--- src/rtl/core_pkg.sv ---
// Shared core encodings: ALU op classes, writeback source selects and the
// decoded control word produced by ControlUnit.
package core_pkg;

  typedef enum logic [2:0] {
    ALUOP_MEM = 3'b000,
    ALUOP_BR  = 3'b001,
    ALUOP_R   = 3'b010,
    ALUOP_NOP = 3'b011,
    ALUOP_I   = 3'b110,
    ALUOP_MD  = 3'b111
  } alu_op_e;

  typedef enum logic [1:0] {
    WB_ALU   = 2'b00,
    WB_PC4   = 2'b01,
    WB_AUIPC = 2'b10
  } wb_sel_e;

  typedef struct packed {
    logic    branch;
    logic    jump;
    logic    mem_read;
    logic    mem_to_reg;
    logic    mem_write;
    logic    alu_src;
    logic    reg_write;
    logic    pc_mux_sel1;
    alu_op_e alu_op;
    wb_sel_e reg_file_mux_sel;
  } ctrl_t;

endpackage

--- src/rtl/id_ex_stage_if.sv ---
// ID/EX boundary bundle: decode-side fields in, registered EX-side fields and
// fetch enables / debug counters out.
interface id_ex_stage_if #(
  parameter int unsigned XLEN  = 32,
  parameter int unsigned CNT_W = 32
);

  logic            id_valid;
  logic            id_branch;
  logic            id_jump;
  logic            id_mem_read;
  logic            id_mem_to_reg;
  logic            id_mem_write;
  logic            id_alu_src;
  logic            id_reg_write;
  logic            id_pc_mux_sel1;
  logic [2:0]      id_alu_op;
  logic [1:0]      id_reg_file_mux_sel;
  logic [XLEN-1:0] id_pc;
  logic [XLEN-1:0] id_rs1_data;
  logic [XLEN-1:0] id_rs2_data;
  logic [XLEN-1:0] id_imm;
  logic [4:0]      id_rs1;
  logic [4:0]      id_rs2;
  logic [4:0]      id_rd;
  logic [3:0]      id_funct;
  logic            ex_stall;
  logic            flush;

  logic             ex_valid;
  logic             ex_branch;
  logic             ex_jump;
  logic             ex_mem_read;
  logic             ex_mem_to_reg;
  logic             ex_mem_write;
  logic             ex_alu_src;
  logic             ex_reg_write;
  logic             ex_pc_mux_sel1;
  logic [2:0]       ex_alu_op;
  logic [1:0]       ex_reg_file_mux_sel;
  logic [XLEN-1:0]  ex_pc;
  logic [XLEN-1:0]  ex_rs1_data;
  logic [XLEN-1:0]  ex_rs2_data;
  logic [XLEN-1:0]  ex_imm;
  logic [4:0]       ex_rs1;
  logic [4:0]       ex_rs2;
  logic [4:0]       ex_rd;
  logic [3:0]       ex_funct;
  logic             pc_write_en;
  logic             if_id_write_en;
  logic [CNT_W-1:0] stall_count;
  logic [CNT_W-1:0] flush_count;

  modport master (
    output id_valid, id_branch, id_jump, id_mem_read, id_mem_to_reg, id_mem_write,
           id_alu_src, id_reg_write, id_pc_mux_sel1, id_alu_op, id_reg_file_mux_sel,
           id_pc, id_rs1_data, id_rs2_data, id_imm, id_rs1, id_rs2, id_rd, id_funct,
           ex_stall, flush,
    input  ex_valid, ex_branch, ex_jump, ex_mem_read, ex_mem_to_reg, ex_mem_write,
           ex_alu_src, ex_reg_write, ex_pc_mux_sel1, ex_alu_op, ex_reg_file_mux_sel,
           ex_pc, ex_rs1_data, ex_rs2_data, ex_imm, ex_rs1, ex_rs2, ex_rd, ex_funct,
           pc_write_en, if_id_write_en, stall_count, flush_count
  );

  modport slave (
    input  id_valid, id_branch, id_jump, id_mem_read, id_mem_to_reg, id_mem_write,
           id_alu_src, id_reg_write, id_pc_mux_sel1, id_alu_op, id_reg_file_mux_sel,
           id_pc, id_rs1_data, id_rs2_data, id_imm, id_rs1, id_rs2, id_rd, id_funct,
           ex_stall, flush,
    output ex_valid, ex_branch, ex_jump, ex_mem_read, ex_mem_to_reg, ex_mem_write,
           ex_alu_src, ex_reg_write, ex_pc_mux_sel1, ex_alu_op, ex_reg_file_mux_sel,
           ex_pc, ex_rs1_data, ex_rs2_data, ex_imm, ex_rs1, ex_rs2, ex_rd, ex_funct,
           pc_write_en, if_id_write_en, stall_count, flush_count
  );

endinterface

--- src/rtl/hazard_detect.sv ---
// Load-use hazard detector: flags an ID instruction that reads the register a
// load currently in EX is about to write.
module hazard_detect
  import core_pkg::*;
(
  input  logic       id_valid,
  input  logic [2:0] id_alu_op,
  input  logic [1:0] id_reg_file_mux_sel,
  input  logic       id_alu_src,
  input  logic       id_mem_write,
  input  logic [4:0] id_rs1,
  input  logic [4:0] id_rs2,
  input  logic       ex_valid,
  input  logic       ex_mem_read,
  input  logic [4:0] ex_rd,
  output logic       hazard_o
);

  logic use_rs1;
  logic use_rs2;

  // lui-style (NOP op class) and auipc-style writeback never read rs1; stores
  // read rs2 even though their ALU operand is the immediate.
  assign use_rs1 = id_valid & (id_alu_op != ALUOP_NOP) & (id_reg_file_mux_sel != WB_AUIPC);
  assign use_rs2 = id_valid & (~id_alu_src | id_mem_write);

  assign hazard_o = ex_valid & ex_mem_read & (ex_rd != 5'd0) &
                    ((use_rs1 & (ex_rd == id_rs1)) | (use_rs2 & (ex_rd == id_rs2)));

endmodule

--- src/rtl/id_ex_stage.sv ---
// ID/EX pipeline register: holds on EX stall, bubbles on load-use hazard,
// clears on flush, and counts stall/flush events.
module id_ex_stage
  import core_pkg::*;
#(
  parameter int unsigned XLEN  = 32,
  parameter int unsigned CNT_W = 32
) (
  input logic          clk,
  input logic          rst,
  id_ex_stage_if.slave bus
);

  ctrl_t            id_ctrl;
  ctrl_t            ctrl_d, ctrl_q;
  logic             valid_d, valid_q;
  logic [XLEN-1:0]  pc_d, pc_q;
  logic [XLEN-1:0]  rs1_data_d, rs1_data_q;
  logic [XLEN-1:0]  rs2_data_d, rs2_data_q;
  logic [XLEN-1:0]  imm_d, imm_q;
  logic [4:0]       rs1_d, rs1_q;
  logic [4:0]       rs2_d, rs2_q;
  logic [4:0]       rd_d, rd_q;
  logic [3:0]       funct_d, funct_q;
  logic [CNT_W-1:0] stall_cnt_d, stall_cnt_q;
  logic [CNT_W-1:0] flush_cnt_d, flush_cnt_q;
  logic             hazard;

  always_comb begin
    id_ctrl                  = '0;
    id_ctrl.branch           = bus.id_branch;
    id_ctrl.jump             = bus.id_jump;
    id_ctrl.mem_read         = bus.id_mem_read;
    id_ctrl.mem_to_reg       = bus.id_mem_to_reg;
    id_ctrl.mem_write        = bus.id_mem_write;
    id_ctrl.alu_src          = bus.id_alu_src;
    id_ctrl.reg_write        = bus.id_reg_write;
    id_ctrl.pc_mux_sel1      = bus.id_pc_mux_sel1;
    id_ctrl.alu_op           = alu_op_e'(bus.id_alu_op);
    id_ctrl.reg_file_mux_sel = wb_sel_e'(bus.id_reg_file_mux_sel);
  end

  hazard_detect u_hazard_detect (
    .id_valid            (bus.id_valid),
    .id_alu_op           (bus.id_alu_op),
    .id_reg_file_mux_sel (bus.id_reg_file_mux_sel),
    .id_alu_src          (bus.id_alu_src),
    .id_mem_write        (bus.id_mem_write),
    .id_rs1              (bus.id_rs1),
    .id_rs2              (bus.id_rs2),
    .ex_valid            (valid_q),
    .ex_mem_read         (ctrl_q.mem_read),
    .ex_rd               (rd_q),
    .hazard_o            (hazard)
  );

  // Priority: flush, then stall-hold, then hazard bubble, then normal load.
  always_comb begin
    ctrl_d      = ctrl_q;
    valid_d     = valid_q;
    pc_d        = pc_q;
    rs1_data_d  = rs1_data_q;
    rs2_data_d  = rs2_data_q;
    imm_d       = imm_q;
    rs1_d       = rs1_q;
    rs2_d       = rs2_q;
    rd_d        = rd_q;
    funct_d     = funct_q;
    stall_cnt_d = stall_cnt_q;
    flush_cnt_d = flush_cnt_q;
    if (bus.flush || (!bus.ex_stall && hazard)) begin
      ctrl_d     = '0;
      valid_d    = 1'b0;
      pc_d       = '0;
      rs1_data_d = '0;
      rs2_data_d = '0;
      imm_d      = '0;
      rs1_d      = '0;
      rs2_d      = '0;
      rd_d       = '0;
      funct_d    = '0;
      if (bus.flush) begin
        flush_cnt_d = flush_cnt_q + CNT_W'(1);
      end else begin
        stall_cnt_d = stall_cnt_q + CNT_W'(1);
      end
    end else if (!bus.ex_stall) begin
      ctrl_d     = id_ctrl;
      valid_d    = bus.id_valid;
      pc_d       = bus.id_pc;
      rs1_data_d = bus.id_rs1_data;
      rs2_data_d = bus.id_rs2_data;
      imm_d      = bus.id_imm;
      rs1_d      = bus.id_rs1;
      rs2_d      = bus.id_rs2;
      rd_d       = bus.id_rd;
      funct_d    = bus.id_funct;
    end
  end

  always_ff @(posedge clk) begin
    if (rst) begin
      ctrl_q      <= '0;
      valid_q     <= 1'b0;
      pc_q        <= '0;
      rs1_data_q  <= '0;
      rs2_data_q  <= '0;
      imm_q       <= '0;
      rs1_q       <= '0;
      rs2_q       <= '0;
      rd_q        <= '0;
      funct_q     <= '0;
      stall_cnt_q <= '0;
      flush_cnt_q <= '0;
    end else begin
      ctrl_q      <= ctrl_d;
      valid_q     <= valid_d;
      pc_q        <= pc_d;
      rs1_data_q  <= rs1_data_d;
      rs2_data_q  <= rs2_data_d;
      imm_q       <= imm_d;
      rs1_q       <= rs1_d;
      rs2_q       <= rs2_d;
      rd_q        <= rd_d;
      funct_q     <= funct_d;
      stall_cnt_q <= stall_cnt_d;
      flush_cnt_q <= flush_cnt_d;
    end
  end

  // Flush must still let fetch redirect even while EX is busy.
  assign bus.pc_write_en    = ~(bus.ex_stall | hazard) | bus.flush;
  assign bus.if_id_write_en = ~(bus.ex_stall | hazard) | bus.flush;

  assign bus.ex_valid            = valid_q;
  assign bus.ex_branch           = ctrl_q.branch;
  assign bus.ex_jump             = ctrl_q.jump;
  assign bus.ex_mem_read         = ctrl_q.mem_read;
  assign bus.ex_mem_to_reg       = ctrl_q.mem_to_reg;
  assign bus.ex_mem_write        = ctrl_q.mem_write;
  assign bus.ex_alu_src          = ctrl_q.alu_src;
  assign bus.ex_reg_write        = ctrl_q.reg_write;
  assign bus.ex_pc_mux_sel1      = ctrl_q.pc_mux_sel1;
  assign bus.ex_alu_op           = ctrl_q.alu_op;
  assign bus.ex_reg_file_mux_sel = ctrl_q.reg_file_mux_sel;
  assign bus.ex_pc               = pc_q;
  assign bus.ex_rs1_data         = rs1_data_q;
  assign bus.ex_rs2_data         = rs2_data_q;
  assign bus.ex_imm              = imm_q;
  assign bus.ex_rs1              = rs1_q;
  assign bus.ex_rs2              = rs2_q;
  assign bus.ex_rd               = rd_q;
  assign bus.ex_funct            = funct_q;
  assign bus.stall_count         = stall_cnt_q;
  assign bus.flush_count         = flush_cnt_q;

endmodule

--- src/flat_wrapper.sv ---
// flat-port wrapper written by rule: the top's interface ports become plain ports
module id_ex_stage_flat import core_pkg::*;
#(
  parameter int unsigned XLEN  = 32,
  parameter int unsigned CNT_W = 32
)
  (clk, rst, bus_id_valid, bus_id_branch, bus_id_jump, bus_id_mem_read, bus_id_mem_to_reg, bus_id_mem_write, bus_id_alu_src, bus_id_reg_write, bus_id_pc_mux_sel1, bus_id_alu_op, bus_id_reg_file_mux_sel, bus_id_pc, bus_id_rs1_data, bus_id_rs2_data, bus_id_imm, bus_id_rs1, bus_id_rs2, bus_id_rd, bus_id_funct, bus_ex_stall, bus_flush, bus_ex_valid, bus_ex_branch, bus_ex_jump, bus_ex_mem_read, bus_ex_mem_to_reg, bus_ex_mem_write, bus_ex_alu_src, bus_ex_reg_write, bus_ex_pc_mux_sel1, bus_ex_alu_op, bus_ex_reg_file_mux_sel, bus_ex_pc, bus_ex_rs1_data, bus_ex_rs2_data, bus_ex_imm, bus_ex_rs1, bus_ex_rs2, bus_ex_rd, bus_ex_funct, bus_pc_write_en, bus_if_id_write_en, bus_stall_count, bus_flush_count);
  id_ex_stage_if #(.XLEN(XLEN), .CNT_W(CNT_W)) bus_i ();
  input logic clk;
  input logic rst;
  input wire logic [$bits(bus_i.id_valid)-1:0] bus_id_valid;
  input wire logic [$bits(bus_i.id_branch)-1:0] bus_id_branch;
  input wire logic [$bits(bus_i.id_jump)-1:0] bus_id_jump;
  input wire logic [$bits(bus_i.id_mem_read)-1:0] bus_id_mem_read;
  input wire logic [$bits(bus_i.id_mem_to_reg)-1:0] bus_id_mem_to_reg;
  input wire logic [$bits(bus_i.id_mem_write)-1:0] bus_id_mem_write;
  input wire logic [$bits(bus_i.id_alu_src)-1:0] bus_id_alu_src;
  input wire logic [$bits(bus_i.id_reg_write)-1:0] bus_id_reg_write;
  input wire logic [$bits(bus_i.id_pc_mux_sel1)-1:0] bus_id_pc_mux_sel1;
  input wire logic [$bits(bus_i.id_alu_op)-1:0] bus_id_alu_op;
  input wire logic [$bits(bus_i.id_reg_file_mux_sel)-1:0] bus_id_reg_file_mux_sel;
  input wire logic [$bits(bus_i.id_pc)-1:0] bus_id_pc;
  input wire logic [$bits(bus_i.id_rs1_data)-1:0] bus_id_rs1_data;
  input wire logic [$bits(bus_i.id_rs2_data)-1:0] bus_id_rs2_data;
  input wire logic [$bits(bus_i.id_imm)-1:0] bus_id_imm;
  input wire logic [$bits(bus_i.id_rs1)-1:0] bus_id_rs1;
  input wire logic [$bits(bus_i.id_rs2)-1:0] bus_id_rs2;
  input wire logic [$bits(bus_i.id_rd)-1:0] bus_id_rd;
  input wire logic [$bits(bus_i.id_funct)-1:0] bus_id_funct;
  input wire logic [$bits(bus_i.ex_stall)-1:0] bus_ex_stall;
  input wire logic [$bits(bus_i.flush)-1:0] bus_flush;
  output wire logic [$bits(bus_i.ex_valid)-1:0] bus_ex_valid;
  output wire logic [$bits(bus_i.ex_branch)-1:0] bus_ex_branch;
  output wire logic [$bits(bus_i.ex_jump)-1:0] bus_ex_jump;
  output wire logic [$bits(bus_i.ex_mem_read)-1:0] bus_ex_mem_read;
  output wire logic [$bits(bus_i.ex_mem_to_reg)-1:0] bus_ex_mem_to_reg;
  output wire logic [$bits(bus_i.ex_mem_write)-1:0] bus_ex_mem_write;
  output wire logic [$bits(bus_i.ex_alu_src)-1:0] bus_ex_alu_src;
  output wire logic [$bits(bus_i.ex_reg_write)-1:0] bus_ex_reg_write;
  output wire logic [$bits(bus_i.ex_pc_mux_sel1)-1:0] bus_ex_pc_mux_sel1;
  output wire logic [$bits(bus_i.ex_alu_op)-1:0] bus_ex_alu_op;
  output wire logic [$bits(bus_i.ex_reg_file_mux_sel)-1:0] bus_ex_reg_file_mux_sel;
  output wire logic [$bits(bus_i.ex_pc)-1:0] bus_ex_pc;
  output wire logic [$bits(bus_i.ex_rs1_data)-1:0] bus_ex_rs1_data;
  output wire logic [$bits(bus_i.ex_rs2_data)-1:0] bus_ex_rs2_data;
  output wire logic [$bits(bus_i.ex_imm)-1:0] bus_ex_imm;
  output wire logic [$bits(bus_i.ex_rs1)-1:0] bus_ex_rs1;
  output wire logic [$bits(bus_i.ex_rs2)-1:0] bus_ex_rs2;
  output wire logic [$bits(bus_i.ex_rd)-1:0] bus_ex_rd;
  output wire logic [$bits(bus_i.ex_funct)-1:0] bus_ex_funct;
  output wire logic [$bits(bus_i.pc_write_en)-1:0] bus_pc_write_en;
  output wire logic [$bits(bus_i.if_id_write_en)-1:0] bus_if_id_write_en;
  output wire logic [$bits(bus_i.stall_count)-1:0] bus_stall_count;
  output wire logic [$bits(bus_i.flush_count)-1:0] bus_flush_count;
  assign bus_i.id_valid = bus_id_valid;
  assign bus_i.id_branch = bus_id_branch;
  assign bus_i.id_jump = bus_id_jump;
  assign bus_i.id_mem_read = bus_id_mem_read;
  assign bus_i.id_mem_to_reg = bus_id_mem_to_reg;
  assign bus_i.id_mem_write = bus_id_mem_write;
  assign bus_i.id_alu_src = bus_id_alu_src;
  assign bus_i.id_reg_write = bus_id_reg_write;
  assign bus_i.id_pc_mux_sel1 = bus_id_pc_mux_sel1;
  assign bus_i.id_alu_op = bus_id_alu_op;
  assign bus_i.id_reg_file_mux_sel = bus_id_reg_file_mux_sel;
  assign bus_i.id_pc = bus_id_pc;
  assign bus_i.id_rs1_data = bus_id_rs1_data;
  assign bus_i.id_rs2_data = bus_id_rs2_data;
  assign bus_i.id_imm = bus_id_imm;
  assign bus_i.id_rs1 = bus_id_rs1;
  assign bus_i.id_rs2 = bus_id_rs2;
  assign bus_i.id_rd = bus_id_rd;
  assign bus_i.id_funct = bus_id_funct;
  assign bus_i.ex_stall = bus_ex_stall;
  assign bus_i.flush = bus_flush;
  assign bus_ex_valid = bus_i.ex_valid;
  assign bus_ex_branch = bus_i.ex_branch;
  assign bus_ex_jump = bus_i.ex_jump;
  assign bus_ex_mem_read = bus_i.ex_mem_read;
  assign bus_ex_mem_to_reg = bus_i.ex_mem_to_reg;
  assign bus_ex_mem_write = bus_i.ex_mem_write;
  assign bus_ex_alu_src = bus_i.ex_alu_src;
  assign bus_ex_reg_write = bus_i.ex_reg_write;
  assign bus_ex_pc_mux_sel1 = bus_i.ex_pc_mux_sel1;
  assign bus_ex_alu_op = bus_i.ex_alu_op;
  assign bus_ex_reg_file_mux_sel = bus_i.ex_reg_file_mux_sel;
  assign bus_ex_pc = bus_i.ex_pc;
  assign bus_ex_rs1_data = bus_i.ex_rs1_data;
  assign bus_ex_rs2_data = bus_i.ex_rs2_data;
  assign bus_ex_imm = bus_i.ex_imm;
  assign bus_ex_rs1 = bus_i.ex_rs1;
  assign bus_ex_rs2 = bus_i.ex_rs2;
  assign bus_ex_rd = bus_i.ex_rd;
  assign bus_ex_funct = bus_i.ex_funct;
  assign bus_pc_write_en = bus_i.pc_write_en;
  assign bus_if_id_write_en = bus_i.if_id_write_en;
  assign bus_stall_count = bus_i.stall_count;
  assign bus_flush_count = bus_i.flush_count;
  id_ex_stage #(.XLEN(XLEN), .CNT_W(CNT_W)) u_core (.clk(clk), .rst(rst), .bus(bus_i));
endmodule
--- config.mk ---
export PLATFORM = sky130hd
export DESIGN_NAME = id_ex_stage_flat
export DESIGN_NICKNAME = d
export VERILOG_FILES = /design/src/rtl/core_pkg.sv /design/src/rtl/id_ex_stage_if.sv /design/src/rtl/hazard_detect.sv /design/src/rtl/id_ex_stage.sv /design/src/flat_wrapper.sv
export SDC_FILE = /design/constraint.sdc
export NUM_CORES = 1
export LEC_CHECK = 0
export CAP_MARGIN = 30
export CORE_MARGIN = 5
export CORE_UTILIZATION = 43
export CTS_BUF_LIST = sky130_fd_sc_hd__clkbuf_8
export CTS_CLUSTER_SIZE = 20
export DETAILED_ROUTE_END_ITERATION = 12
export PLACE_DENSITY = 0.82
export SKIP_LAST_GASP = 1
export SLEW_MARGIN = 20
export SYNTH_ARGS = -nofsm -noshare
export SYNTH_HDL_FRONTEND = slang
export SYNTH_SLANG_ARGS = --single-unit
--- constraint.sdc ---
create_clock -name clk -period 2.8 [get_ports clk]
set_input_delay 0.56 -clock clk [delete_from_list [all_inputs] [get_ports clk]]
set_output_delay 0.56 -clock clk [all_outputs]
set_load 0.02 [all_outputs]
==> results of run 1 <==
[cell families (layout without fill, tap and decap cells)]
family,Yosys count,in the layout,synth area share
adders and majority gates,2,2,0.00288
and+or+nand+nor,318,318,0.165
buffers and inverters,62,497,0.0297
xor gates and xnor gates,44,44,0.0444
AOI/OAI and AO/OA,72,72,0.0506
other,0,1,0
muxes,163,163,0.188
DFF,225,225,0.519
[through the flow]
stage | cells | power, mW
floorplan | 886 | 3.77
global placement | 1529 | 4.25
detailed placement | 1529 | 4.26
CTS | 1591 | 7.14
global route | 1592 | 7.37
finish | 1592 | 7.07
[power groups by stage]
stage                     clock, mW  combinational (mW)  sequential [mW]
after CTS                      2.93               0.880             3.33
after detailed placement          0               0.864             3.40
after global placement            0               0.856             3.39
final                          2.86               0.880             3.33
after global routing           3.10               0.931             3.34
after floorplan                   0               0.284             3.49
[what timing repair did]
action | in CTS | in global routing
resized for setup | 30 | 6
setup buffers | 1 | 0
pin swaps | 5 | 2
setup endpoints to repair | 2 | 2
[layer usage]
| layer | up-vias | wire [um] | global-route usage |
|---|---|---|---|
| met2 | 308 | 15000 | 0.432 |
| met1 | 3746 | 10800 | 0.263 |
| met5 | - | 13 | 0 |
| li1 | 3858 | - | - |
| met4 | 2 | 1110 | 0.0955 |
| met3 | 67 | 3010 | 0.104 |
[worst max-delay path, stage by stage]
cell	delay, ns
clkdlybuf4s50_1	0.43
xor2_1	0.20
nor4_4	0.27
buf_4	0.18
o211ai_1	0.09
a21o_1	0.20
buf_4	0.16
[layout make-up]
class / instances / share of cell area
clock inverter: 12 / 0.00398
antenna: 1 / 0.000181
inverter: 11 / 0.00298
clock buffer: 49 / 0.0487
multi-input combinational: 599 / 0.289
tap: 270 / 0.0244
sequential: 225 / 0.326
timing repair buffer: 425 / 0.304
[cell usage in the layout (no fill, tap or decap), types with 14 or more instances in the layout]
cell type,n
dfxtp_1,221
nand3_1,14
nand4_1,17
clkbuf_8,49
buf_4,32
xnor2_1,19
clkdlybuf4s50_1,377
or3_1,20
o21ai_0,20
nor2_1,206
mux2i_1,162
xor2_1,22
nand2_1,20
inv_1,19
a21oi_1,29
[worst paths after layout]
path | endpoint | slack, ns | start
worst max-delay path | bus_pc_write_en | 0.14 | bus_id_rs1[4]
worst min-delay path | u_core.bus.ex_rs1[2] | 0.41 | bus_id_rs1[2]
worst max register to register | u_core.bus.stall_count[1] | 0.45 | u_core.bus.ex_rd[4]
worst min register to register | u_core.bus.stall_count[31] | 0.48 | u_core.bus.stall_count[31]
==> metrics, run 1 <==
first-pass iteration count of the detailed router=5; status=complete, no violations; I/O pin count=392; Comb power frac=0.124; final setup violation count=0; first-pass GRT wire length=45600 um; core area=20000 sq um; Seq pwr share=0.471; Yosys cell types=36; post-place setup slack=-0.439 ns; pin count of the biggest net entering global routing=86; WS Path Type=in -> out; Post-synth EDFFs=0; vias in the first global route=8024; Longest Clk Path Bufs=3; initial core utilization=0.433; Yosys warning count=0; Clk Latency, worst-skew pair=0.53 ns; clock power share=0.404; Worst Hold Class=in -> reg; Worst-path clk slew=0.06 ns; post-DP HPWL=22000 um; relative slew slack=0.519; Final Instance Area=13800 sq um; layout cells sized above 1=0.0825; VDD IR max=411 uV; area grow syn2layout=59.4%; Synth top area share=0.519; final hold violations=0; post-synthesis register bit count=225; Crit Path Max Fanout=2; RSZ-0062 raised after global routing=no; Die H=152 um; drt total wl=29900 um; Clock Skew=0.0253 ns; Min Clock Period, post-route=2.66 ns; CP Data Arrival Time=2.10 ns; Port Buf Inserts=391; routability congestion estimate=0.858; CTS tree=done; layout net count=1469; Worst EP required=2.24 ns; Die X=152 um; via count=7981; reg2reg path depth=9; internal power=5.32 mW; prevailing post-synth register cell=dfxtp_1; DRT iter0 DRCs=290; sequential share of the synthesized area=0.519; CP Launch Type=input pin; Layout Utilization=0.691; fmax=376 MHz; PwrDens=511 nW/um^2; # fillers=1550; commonest cells in the netlist=dfxtp_1, nor2_1, mux2i_1, clkbuf_1, a21oi_1; worst hold stages=3; storage element area=4510 sq um; initial antenna violation count=2; Async SR Flop Fraction=0; Worst Setup End Kind=output pin; Mapped Cells=886; gr usage total=0.246; Max Cap Viol=0; hold_buf cts=0; Detail Route Antenna Nets=0; die area=23100 sq um; worst hold slack=0.407 ns; clk sink count=225; H-tree levels=2; sw power=1.75 mW; fin crit share=0.949; net count of the mapped netlist=1053; Placed Area=13000 sq um; Worst Tran Pin Value=0.722 ns; Multi-input gate area=4000 sq um; TNS Setup=0 ns; most common cell in the synthesized netlist=dfxtp_1; LEAKAGE=5.47 nW; total CTS buffers=40; Synth Area per Inst=9.80 sq um; Root Buffer=clkbuf_8; Slew Limit Fails=0; Mapped Area=8680 sq um; drt drc=0; routed length per instance=18.8 um; synth top area cells=dfxtp_1, mux2i_1, nor2_1; grt ovf=0; DR vias/cell=5.01; Final WS setup=0.143 ns; FP Rows=52; sw frac=0.248; top cell type by total area after synthesis=dfxtp_1
No activity file was read; power rests on OpenSTA's default activity.
==> inputs of run 2 (changes only) <==
- CTS_CLUSTER_DIAMETER: default -> 120
==> metrics, run 2 (synthesized netlist as in run 1, its figures left out) <==
Detail Route Antenna Nets=0; CTS tree=done; drt drc=0; final hold violations=0; H-tree levels=1; most frequent cells in the layout=clkdlybuf4s50_1, dfxtp_1, nor2_1; Critical Path, Cell by Cell=clkdlybuf4s50_1, xor2_1, nor4_4, buf_4, o211ai_1, a21o_1, buf_6; WS Path Type=in -> out; Layout Cells excl Fill=1546; Die X=152 um; Clk Latency, worst-skew pair=0.51 ns; # fillers=1658; Worst Tran Pin Value=0.697 ns; placed insts=1529; DRT iter0 DRCs=368; Worst EP required=2.24 ns; CP Launch Type=input pin; PwrDens=430 nW/um^2; Max Cap Viol=0; TNS Setup=0 ns; routability congestion estimate=0.858; fin crit share=0.959; routed length per instance=18.4 um; first-pass iteration count of the detailed router=7; total CTS buffers=15; Critical path buffers and inverters=3; CP top delay family=buffers and inverters; initial core utilization=0.433; Root Buffer=clkbuf_8; post-place setup slack=-0.439 ns; Slew Limit Fails=0; die area=23100 sq um; Multi-input gate area=3980 sq um; vias in the first global route=7614; layout net count=1444; layout cells sized above 1=0.0580; RSZ-0062 raised after global routing=no; most common cell after layout, fill and taps aside=clkdlybuf4s50_1; Final WS setup=0.116 ns; core area=20000 sq um; via count=7693; Clock Skew=0.0284 ns; area grow syn2layout=53.5%; relative slew slack=0.536; VDD IR max=367 uV; LEAKAGE=5.18 nW; clk sink count=225; status=complete, no violations; Port Buf Inserts=391; Slowest-stage cell, CP=clkdlybuf4s50_1; CP peak stage delay=0.43 ns; Final Instance Area=13300 sq um; Worst Setup End Kind=output pin; fmax=373 MHz; Min Clock Period, post-route=2.68 ns; pin count of the biggest net entering global routing=86; I/O pin count=392; # diodes=0; Worst Hold Class=in -> reg; drt total wl=28400 um; storage element area=4520 sq um; Design Power=5.72 mW; FP Rows=52; initial antenna violation count=1; DR vias/cell=4.98; final setup violation count=0; Crit Path Max Fanout=2; CP Data Arrival Time=2.12 ns; Worst-path clk slew=0.12 ns; Die H=152 um; grt ovf=0; Longest Clk Path Bufs=3; Placed Area=13000 sq um; first-pass GRT wire length=43500 um; post-DP HPWL=22000 um; gr usage total=0.233
==> run 2: path summary, 6_finish.rpt <==
path | from | to | slack, ns | cells past startpoint
max reg2reg | u_core.bus.ex_rd[3] | u_core.bus.stall_count[3] | 0.48 | 9
max | bus_id_rs1[4] | bus_if_id_write_en | 0.12 | 7
min reg2reg | u_core.bus.stall_count[31] | u_core.bus.stall_count[31] | 0.49 | 2
min | bus_id_rs1[2] | u_core.bus.ex_rs1[2] | 0.44 | 3
==> run 2: layer usage <==
layer	wire (um)	vias to the layer above	track usage	share of wire
met5	13	-	0	0.00046
met4	720	2	0.0612	0.025
met3	2770	44	0.0896	0.098
met2	14400	265	0.418	0.51
met1	10500	3592	0.260	0.37
li1	-	3790	-	-
==> run 2: report_power, final <==
part | leakage [nW] | internal [mW] | switching (mW)
sequential | 1.83 | 3.28 | 0.0476
clock | 0.115 | 0.507 | 1.02
combinational | 3.24 | 0.480 | 0.388
==> run 2: worst register-to-register path, delay by kind of cell (launching register included) <==
kind / cells / cell delay [ns]
buf+inv: 3 / 0.58
compound gates: 3 / 0.55
simple gates: 2 / 0.55
flops: 1 / 0.38
xor+xnor: 1 / 0.17
==> run 2: area by class of cell <==
type                       count  share of cell area
clock buffer                  15              0.0155
clock inverter                 1             0.00122
inverter                      11             0.00310
multi-input combinational    599               0.299
sequential                   225               0.339
tap                          270              0.0254
timing repair buffer         425               0.317
==> run 2: metrics by stage <==
step	utilization	hold slack, ns
after floorplan	-	0.553
after detailed placement	0.650	0.480
final	0.665	0.438
after global routing	0.665	0.426
after global placement	0.650	0.469
after CTS	0.663	0.415
==> run 2: what timing repair did <==
item / CTS / global route
hold buffers: 0 / 0
endpoints found under the setup margin: 2 / 2
pin swaps: 4 / 5
cloned: 0 / 0
setup buffers: 1 / 0
resized for setup: 28 / 10
